[src/rtl/bounce_gen_pkg.sv]
// bounce_gen_pkg: shared states and constants for the contact-bounce emulator
package bounce_gen_pkg;
  typedef enum logic [1:0] {IDLE, BOUNCE, SETTLE} state_e;
  localparam int LFSR_W = 16;
  // x^16+x^14+x^13+x^11+1 expressed as the bits XORed into bit 0
  localparam logic [LFSR_W-1:0] LFSR_TAPS = 16'hB400;
  localparam int DEF_CNT_W = 4;
  localparam int DEF_DUR_W = 8;
endpackage

[src/rtl/bounce_lfsr.sv]
// bounce_lfsr: 16-bit Fibonacci LFSR, shifts left one step per advance
module bounce_lfsr
  import bounce_gen_pkg::*;
#(
  parameter logic [LFSR_W-1:0] SEED = 16'hACE1
) (
  input  logic              clk,
  input  logic              reset,
  input  logic              advance,
  output logic [LFSR_W-1:0] value
);
  always_ff @(posedge clk)
    if (reset) value <= SEED;
    else if (advance) value <= {value[LFSR_W-2:0], ^(value & LFSR_TAPS)};
endmodule

[src/rtl/bounce_generator.sv]
// bounce_generator: replays clean_in transitions on noisy_out with
// pseudo-random contact bounce, then settles and reports completion
module bounce_generator
  import bounce_gen_pkg::*;
#(
  parameter int          CNT_W     = DEF_CNT_W,
  parameter int          DUR_W     = DEF_DUR_W,
  parameter logic [15:0] LFSR_SEED = 16'hACE1
) (
  input  logic             clk,
  input  logic             reset,
  input  logic             enable,
  input  logic             clean_in,
  input  logic [CNT_W-1:0] cfg_bounce_cnt,
  input  logic [DUR_W-1:0] cfg_max_dur,
  output logic             noisy_out,
  output logic             busy,
  output logic             bounce_done
);
  state_e             state_q;
  logic               level_q, target_q;
  logic [CNT_W:0]     seg_q;
  logic [DUR_W:0]     dur_q, rand_dur;
  logic [DUR_W-1:0]   maxd_q;
  logic [LFSR_W-1:0]  lfsr;
  logic               start, seg_end, last_seg, advance;
  assign start    = enable && state_q == IDLE && clean_in != level_q;
  assign seg_end  = state_q == BOUNCE && dur_q == '0;
  assign last_seg = seg_q == (CNT_W+1)'(1);
  // LFSR steps only when a non-final segment begins
  assign advance  = !reset && enable &&
                    ((start && cfg_bounce_cnt != '0) || (seg_end && !last_seg));
  assign rand_dur = (DUR_W+1)'(lfsr & LFSR_W'(start ? cfg_max_dur : maxd_q));
  bounce_lfsr #(.SEED(LFSR_SEED)) u_lfsr (
    .clk    (clk),
    .reset  (reset),
    .advance(advance),
    .value  (lfsr)
  );
  // dur_q holds the remaining cycles of the current segment minus one
  always_ff @(posedge clk) begin
    if (reset) begin
      state_q     <= IDLE;
      level_q     <= 1'b0;
      target_q    <= 1'b0;
      noisy_out   <= 1'b0;
      busy        <= 1'b0;
      bounce_done <= 1'b0;
      seg_q       <= '0;
      dur_q       <= '0;
      maxd_q      <= '0;
    end else if (!enable) begin
      state_q     <= IDLE;
      level_q     <= clean_in;
      noisy_out   <= clean_in;
      busy        <= 1'b0;
      bounce_done <= 1'b0;
    end else begin
      bounce_done <= 1'b0;
      case (state_q)
        IDLE:
          if (start) begin
            target_q  <= clean_in;
            maxd_q    <= cfg_max_dur;
            noisy_out <= clean_in;
            busy      <= 1'b1;
            if (cfg_bounce_cnt == '0) begin
              state_q <= SETTLE;
              dur_q   <= {1'b0, cfg_max_dur};
            end else begin
              state_q <= BOUNCE;
              seg_q   <= {cfg_bounce_cnt, 1'b0};
              dur_q   <= rand_dur;
            end
          end else noisy_out <= level_q;
        BOUNCE:
          if (dur_q != '0) dur_q <= dur_q - 1'b1;
          else if (last_seg) begin
            state_q   <= SETTLE;
            noisy_out <= target_q;
            dur_q     <= {1'b0, maxd_q};
          end else begin
            noisy_out <= ~noisy_out;
            seg_q     <= seg_q - 1'b1;
            dur_q     <= rand_dur;
          end
        SETTLE:
          if (dur_q != '0) dur_q <= dur_q - 1'b1;
          else begin
            state_q     <= IDLE;
            level_q     <= target_q;
            busy        <= 1'b0;
            bounce_done <= 1'b1;
          end
        default: state_q <= IDLE;
      endcase
    end
  end
endmodule

[config.mk]
export PLATFORM = sky130hd
export DESIGN_NAME = bounce_generator
export DESIGN_NICKNAME = d
export VERILOG_FILES = /design/src/rtl/bounce_gen_pkg.sv /design/src/rtl/bounce_lfsr.sv /design/src/rtl/bounce_generator.sv
export SDC_FILE = /design/constraint.sdc
export NUM_CORES = 1
export LEC_CHECK = 0
export BUFFER_PORTS_ARGS = -buffer_cell sky130_fd_sc_hd__buf_2
export CAP_MARGIN = 30
export CELL_PAD_IN_SITES_DETAIL_PLACEMENT = 0
export CELL_PAD_IN_SITES_GLOBAL_PLACEMENT = 2
export CORE_ASPECT_RATIO = 1.4
export CORE_MARGIN = 5
export CORE_UTILIZATION = 32
export DETAILED_ROUTE_END_ITERATION = 7
export GPL_TIMING_DRIVEN = 1
export PLACE_DENSITY = 0.85
export SETUP_SLACK_MARGIN = 0.15
export SLEW_MARGIN = 5
export SYNTH_ARGS = -nofsm -noshare
export SYNTH_HDL_FRONTEND = slang
export SYNTH_SLANG_ARGS = --single-unit
[constraint.sdc]
create_clock -name clk -period 2.08 [get_ports clk]
set_input_delay 0.416 -clock clk [delete_from_list [all_inputs] [get_ports clk]]
set_output_delay 0.416 -clock clk [all_outputs]
set_load 0.1 [all_outputs]
==> tab_implementation.tex <==
\begin{tabular}{lr}
\hline
Metric & Value \\
\hline
\multicolumn{2}{l}{\textbf{Worst setup path}} \\
\quad End point of the critical path & seg\_q[2] \\
\quad Worst Path Required & 2.24 ns \\
\quad FF-to-FF setup slack & 0.10 ns \\
\quad Crit Path Class & flop to flop \\
\quad Crit path from & dur\_q[4] \\
\quad Max FO, Critical Path & 5 \\
\quad Crit path arrival time & 2.14 ns \\
\quad Reg2Reg Launch Point & dur\_q[4] \\
\quad Capture point of the worst reg-to-reg path & seg\_q[2] \\
\quad Setup crit end kind & flop \\
\quad Worst reg2reg path depth & 8 \\
\quad Startpoint types & flop \\
\multicolumn{2}{l}{\textbf{Placement}} \\
\quad Number of instances in the placed design & 489 \\
\quad Placer's final routability congestion estimate & 0.852 \\
\quad Buffers on Ports & 18 \\
\quad Worst slack after detailed placement & -0.243 ns \\
\quad HPWL after DPL & 5560 um \\
\quad Area of placed instances & 0.00315 mm2 \\
\multicolumn{2}{l}{\textbf{Yosys}} \\
\quad Number of library cell types mapped by synthesis & 50 \\
\quad Cell area after synthesis & 0.00265 mm2 \\
\quad Synth top cells by count & sky130\_fd\_sc\_hd\_\_nand2\_1, sky130\_fd\_sc\_hd\_\_dfxtp\_1, sky130\_fd\_sc\_hd\_\_a21oi\_1, sky130\_fd\_sc\_hd\_\_nor2\_1, sky130\_fd\_sc\_hd\_\_o21ai\_1 \\
\quad Syn Inst Count & 344 \\
\quad Largest area contributor in the netlist & sky130\_fd\_sc\_hd\_\_dfxtp\_1 \\
\quad Synth Flop Type & sky130\_fd\_sc\_hd\_\_dfxtp\_1 \\
\quad Top-count cell post-synth & sky130\_fd\_sc\_hd\_\_nand2\_1 \\
\quad Area contributors post-synth & sky130\_fd\_sc\_hd\_\_dfxtp\_1, sky130\_fd\_sc\_hd\_\_nand2\_1, sky130\_fd\_sc\_hd\_\_a21oi\_1, sky130\_fd\_sc\_hd\_\_nor2\_1, sky130\_fd\_sc\_hd\_\_o21ai\_1 \\
\quad Avg Cell Area, Syn & 7.70 um2 \\
\quad Synthesis-stage register bit count & 45 \\
\quad EDFF count, synth & 0 \\
\quad Synth async-reset ratio & 0 \\
\quad Nets in the synthesized netlist & 367 \\
\quad Sequential-to-total area share from yosys stat & 0.340 \\
\quad Area fraction of the dominant cell type after synthesis & 0.340 \\
\quad Warnings from Yosys & 0 \\
\multicolumn{2}{l}{\textbf{Hold path}} \\
\quad Class of the worst hold path & input pin to flop \\
\quad Launch point of the worst hold path & cfg\_max\_dur[0] \\
\multicolumn{2}{l}{\textbf{Global routing}} \\
\quad Wire length of the first global-routing pass & 13400 um \\
\quad Grt ovf & 0 \\
\quad Pin count of the biggest net entering global routing & 47 \\
\quad Number of antenna violations at the first check in global routing & 0 \\
\quad Global routing usage summed across all routing layers & 0.162 \\
\quad Via count of the first global-routing pass & 2708 \\
\multicolumn{2}{l}{\textbf{STA}} \\
\quad Max-slew headroom at the worst pin & 0.657 \\
\quad Count of final setup violators & 0 \\
\quad Unrepaired setup endpoints after global routing & true \\
\quad Worst-Margin Slew & 0.510 ns \\
\quad Achievable clock frequency & 0.506 GHz \\
\quad Max Slew Vio Count & 0 \\
\quad Ratio of final minimum period to clock period & 0.950 \\
\quad Setup total negative slack & 0 ns \\
\quad Setup WS post-layout & 0.104 ns \\
\quad Final hold viol count & 0 \\
\quad Crit path time final & 1.98 ns \\
\quad Worst hold slack after final layout & 0.407 ns \\
\quad Post-route clock skew & 0.00757 ns \\
\multicolumn{2}{l}{\textbf{Job}} \\
\quad \# Max-Cap Violations & 0 \\
\multicolumn{2}{l}{\textbf{Clock network}} \\
\quad Clk sink count & 45 \\
\quad Longest Clk Path Bufs & 2 \\
\quad CTS tree & yes \\
\quad Clk pin slew, worst setup/hold paths & 0.07 ns \\
\quad Number of buffers created by CTS & 5 \\
\quad Clk Tree Root Cell & sky130\_fd\_sc\_hd\_\_clkbuf\_16 \\
\quad Clock H-tree levels & 2 \\
\quad Clock latency reported for the late side of the worst-skew pair & 0.29 ns \\
\multicolumn{2}{l}{\textbf{Detailed routing}} \\
\quad Post-route antenna net violation count & 0 \\
\quad Via density per instance & 5.41 \\
\quad Routed wire length & 8140 um \\
\quad Iteration-0 DRC count of the detailed router & 174 \\
\quad Detailed-route DRC error count & 0 \\
\quad First-pass iteration count of the detailed router & 4 \\
\quad Routed length per instance & 16.0 um \\
\quad Total number of vias & 2759 \\
\multicolumn{2}{l}{\textbf{Layout}} \\
\quad Utilization of the core after routing & 0.465 \\
\quad Area taken by flip-flops and latches & 910 um2 \\
\quad Finished layout cell area & 0.00379 mm2 \\
\quad Nets@finish & 430 \\
\quad Number of standard cells in the final layout excluding fillers & 510 \\
\quad Relative area change from synthesis to final layout & 43.1\% \\
\quad Combined area of the multi-input logic cells & 0.00196 mm2 \\
\quad Share of post-route cells with drive strength above 1 & 0.373 \\
\quad Filler Cells Inserted & 803 \\
\quad Antenna diode instance count & 0 \\
\multicolumn{2}{l}{\textbf{Die}} \\
\quad Core Footprint & 0.00815 mm2 \\
\quad Die height & 118 um \\
\quad Overall die area & 0.0102 mm2 \\
\quad \# IOs & 19 \\
\quad Chip Width & 86.9 um \\
\quad Initial Util & 0.325 \\
\quad Row count & 39 \\
\multicolumn{2}{l}{\textbf{Status}} \\
\quad Status & finished, final reports clean \\
\multicolumn{2}{l}{\textbf{Pwr}} \\
\quad Peak supply drop & 426 uV \\
\quad PwrDens & 846 mW/mm2 \\
\quad LEAKAGE & 1.45 nW \\
\quad Total Power & 3.21 mW \\
\hline
\end{tabular}
## per-layer routing
metal,vias up,track usage,wire (um)
met2,46,0.277,4240
li1,1371,-,-
met3,15,0.0308,254
met5,-,0,0
met1,1327,0.197,3460
met4,0,0.0604,193
## registers in the layout (all words and copies together), names as in the netlist
register	count
u_lfsr.value	16
dur_q	9
maxd_q	8
seg_q	5
state_q	2
bounce_done	1
busy	1
level_q	1
noisy_out	1
target_q	1
## logic make-up (layout without fill, tap and decap cells)
family | after synthesis | after routing | share of synthesized area
mux | 1 | 1 | 0.00378
fa+ha+maj | 7 | 7 | 0.0330
buf+inv | 30 | 94 | 0.0458
compound gates | 107 | 107 | 0.271
simple gates | 143 | 143 | 0.271
xor+xnor | 11 | 11 | 0.0364
flops | 45 | 45 | 0.340
## worst min path at each step
stage                  endpoint  slack [ns]  cells after the start
4_1_cts               maxd_q[0]        0.40                      3
3_3_place_gp   u_lfsr.value[15]        0.43                      2
2_1_floorplan  u_lfsr.value[12]        0.43                      2
3_5_place_dp   u_lfsr.value[12]        0.44                      2
6_report              maxd_q[0]        0.41                      3
5_1_grt               maxd_q[0]        0.41                      3
## cell type report
type,instances,area share
clock buffers,7,0.0403
clock inverters,1,0.00132
inverters,12,0.0125
multi-input cells,269,0.516
flip-flops and latches,45,0.240
well taps,102,0.0337
repair buffers,74,0.156
## where the power goes
part	leakage [nW]	switching (mW)	internal, mW	total, mW
sequential	0.370	0.0761	0.937	1.01
combinational	1.00	0.716	0.636	1.35
clock	0.0799	0.333	0.509	0.842
total	1.45	1.12	2.08	3.21
## repair_timing
item / 4_1_cts / 5_1_grt
hold endpoints to repair: 0 / 0
gates resized for setup: 31 / 60
setup buffers: 5 / 7
pin swaps: 11 / 20
setup endpoints to repair: 29 / 30
cloned: 1 / 0
hold buffers: 0 / 0
## placed cells by master (no fill, tap or decap), types with 3 or more instances in the layout
| cell type | n |
|---|---|
| sky130_fd_sc_hd__nand2_1 | 60 |
| sky130_fd_sc_hd__buf_4 | 41 |
| sky130_fd_sc_hd__dfxtp_1 | 40 |
| sky130_fd_sc_hd__a21oi_1 | 23 |
| sky130_fd_sc_hd__nor2_1 | 21 |
| sky130_fd_sc_hd__buf_2 | 18 |
| sky130_fd_sc_hd__o21ai_1 | 17 |
| sky130_fd_sc_hd__o21ai_0 | 11 |
| sky130_fd_sc_hd__buf_6 | 11 |
| sky130_fd_sc_hd__a221oi_1 | 10 |
| sky130_fd_sc_hd__nand2b_1 | 9 |
| sky130_fd_sc_hd__nand3_1 | 8 |
| sky130_fd_sc_hd__a21oi_2 | 8 |
| sky130_fd_sc_hd__inv_1 | 6 |
| sky130_fd_sc_hd__xnor2_1 | 6 |
| sky130_fd_sc_hd__a22o_1 | 6 |
| sky130_fd_sc_hd__nor3_1 | 5 |
| sky130_fd_sc_hd__nand3b_1 | 5 |
| sky130_fd_sc_hd__clkbuf_16 | 5 |
| sky130_fd_sc_hd__inv_2 | 4 |
| sky130_fd_sc_hd__nand2_4 | 4 |
| sky130_fd_sc_hd__dfxtp_2 | 4 |
| sky130_fd_sc_hd__or3_1 | 3 |
| sky130_fd_sc_hd__nor2_4 | 3 |
| sky130_fd_sc_hd__a22oi_2 | 3 |
| sky130_fd_sc_hd__o31ai_1 | 3 |
| sky130_fd_sc_hd__xor2_1 | 3 |
| sky130_fd_sc_hd__o41ai_2 | 3 |
| sky130_fd_sc_hd__a32oi_1 | 3 |
| sky130_fd_sc_hd__ha_4 | 3 |
## worst max-delay path, stage by stage, from the launching register on
cell and delay, ns:
sky130_fd_sc_hd__dfxtp_1 0.33, sky130_fd_sc_hd__nor4_4 0.33, sky130_fd_sc_hd__buf_4 0.20, sky130_fd_sc_hd__nand4_4 0.13, sky130_fd_sc_hd__a2111oi_4 0.42, sky130_fd_sc_hd__buf_6 0.19, sky130_fd_sc_hd__o21ai_2 0.06, sky130_fd_sc_hd__a22oi_2 0.13
sky130_fd_sc_hd__nor2_1 0.05
Note: power is estimated with default switching activity, not from simulation.
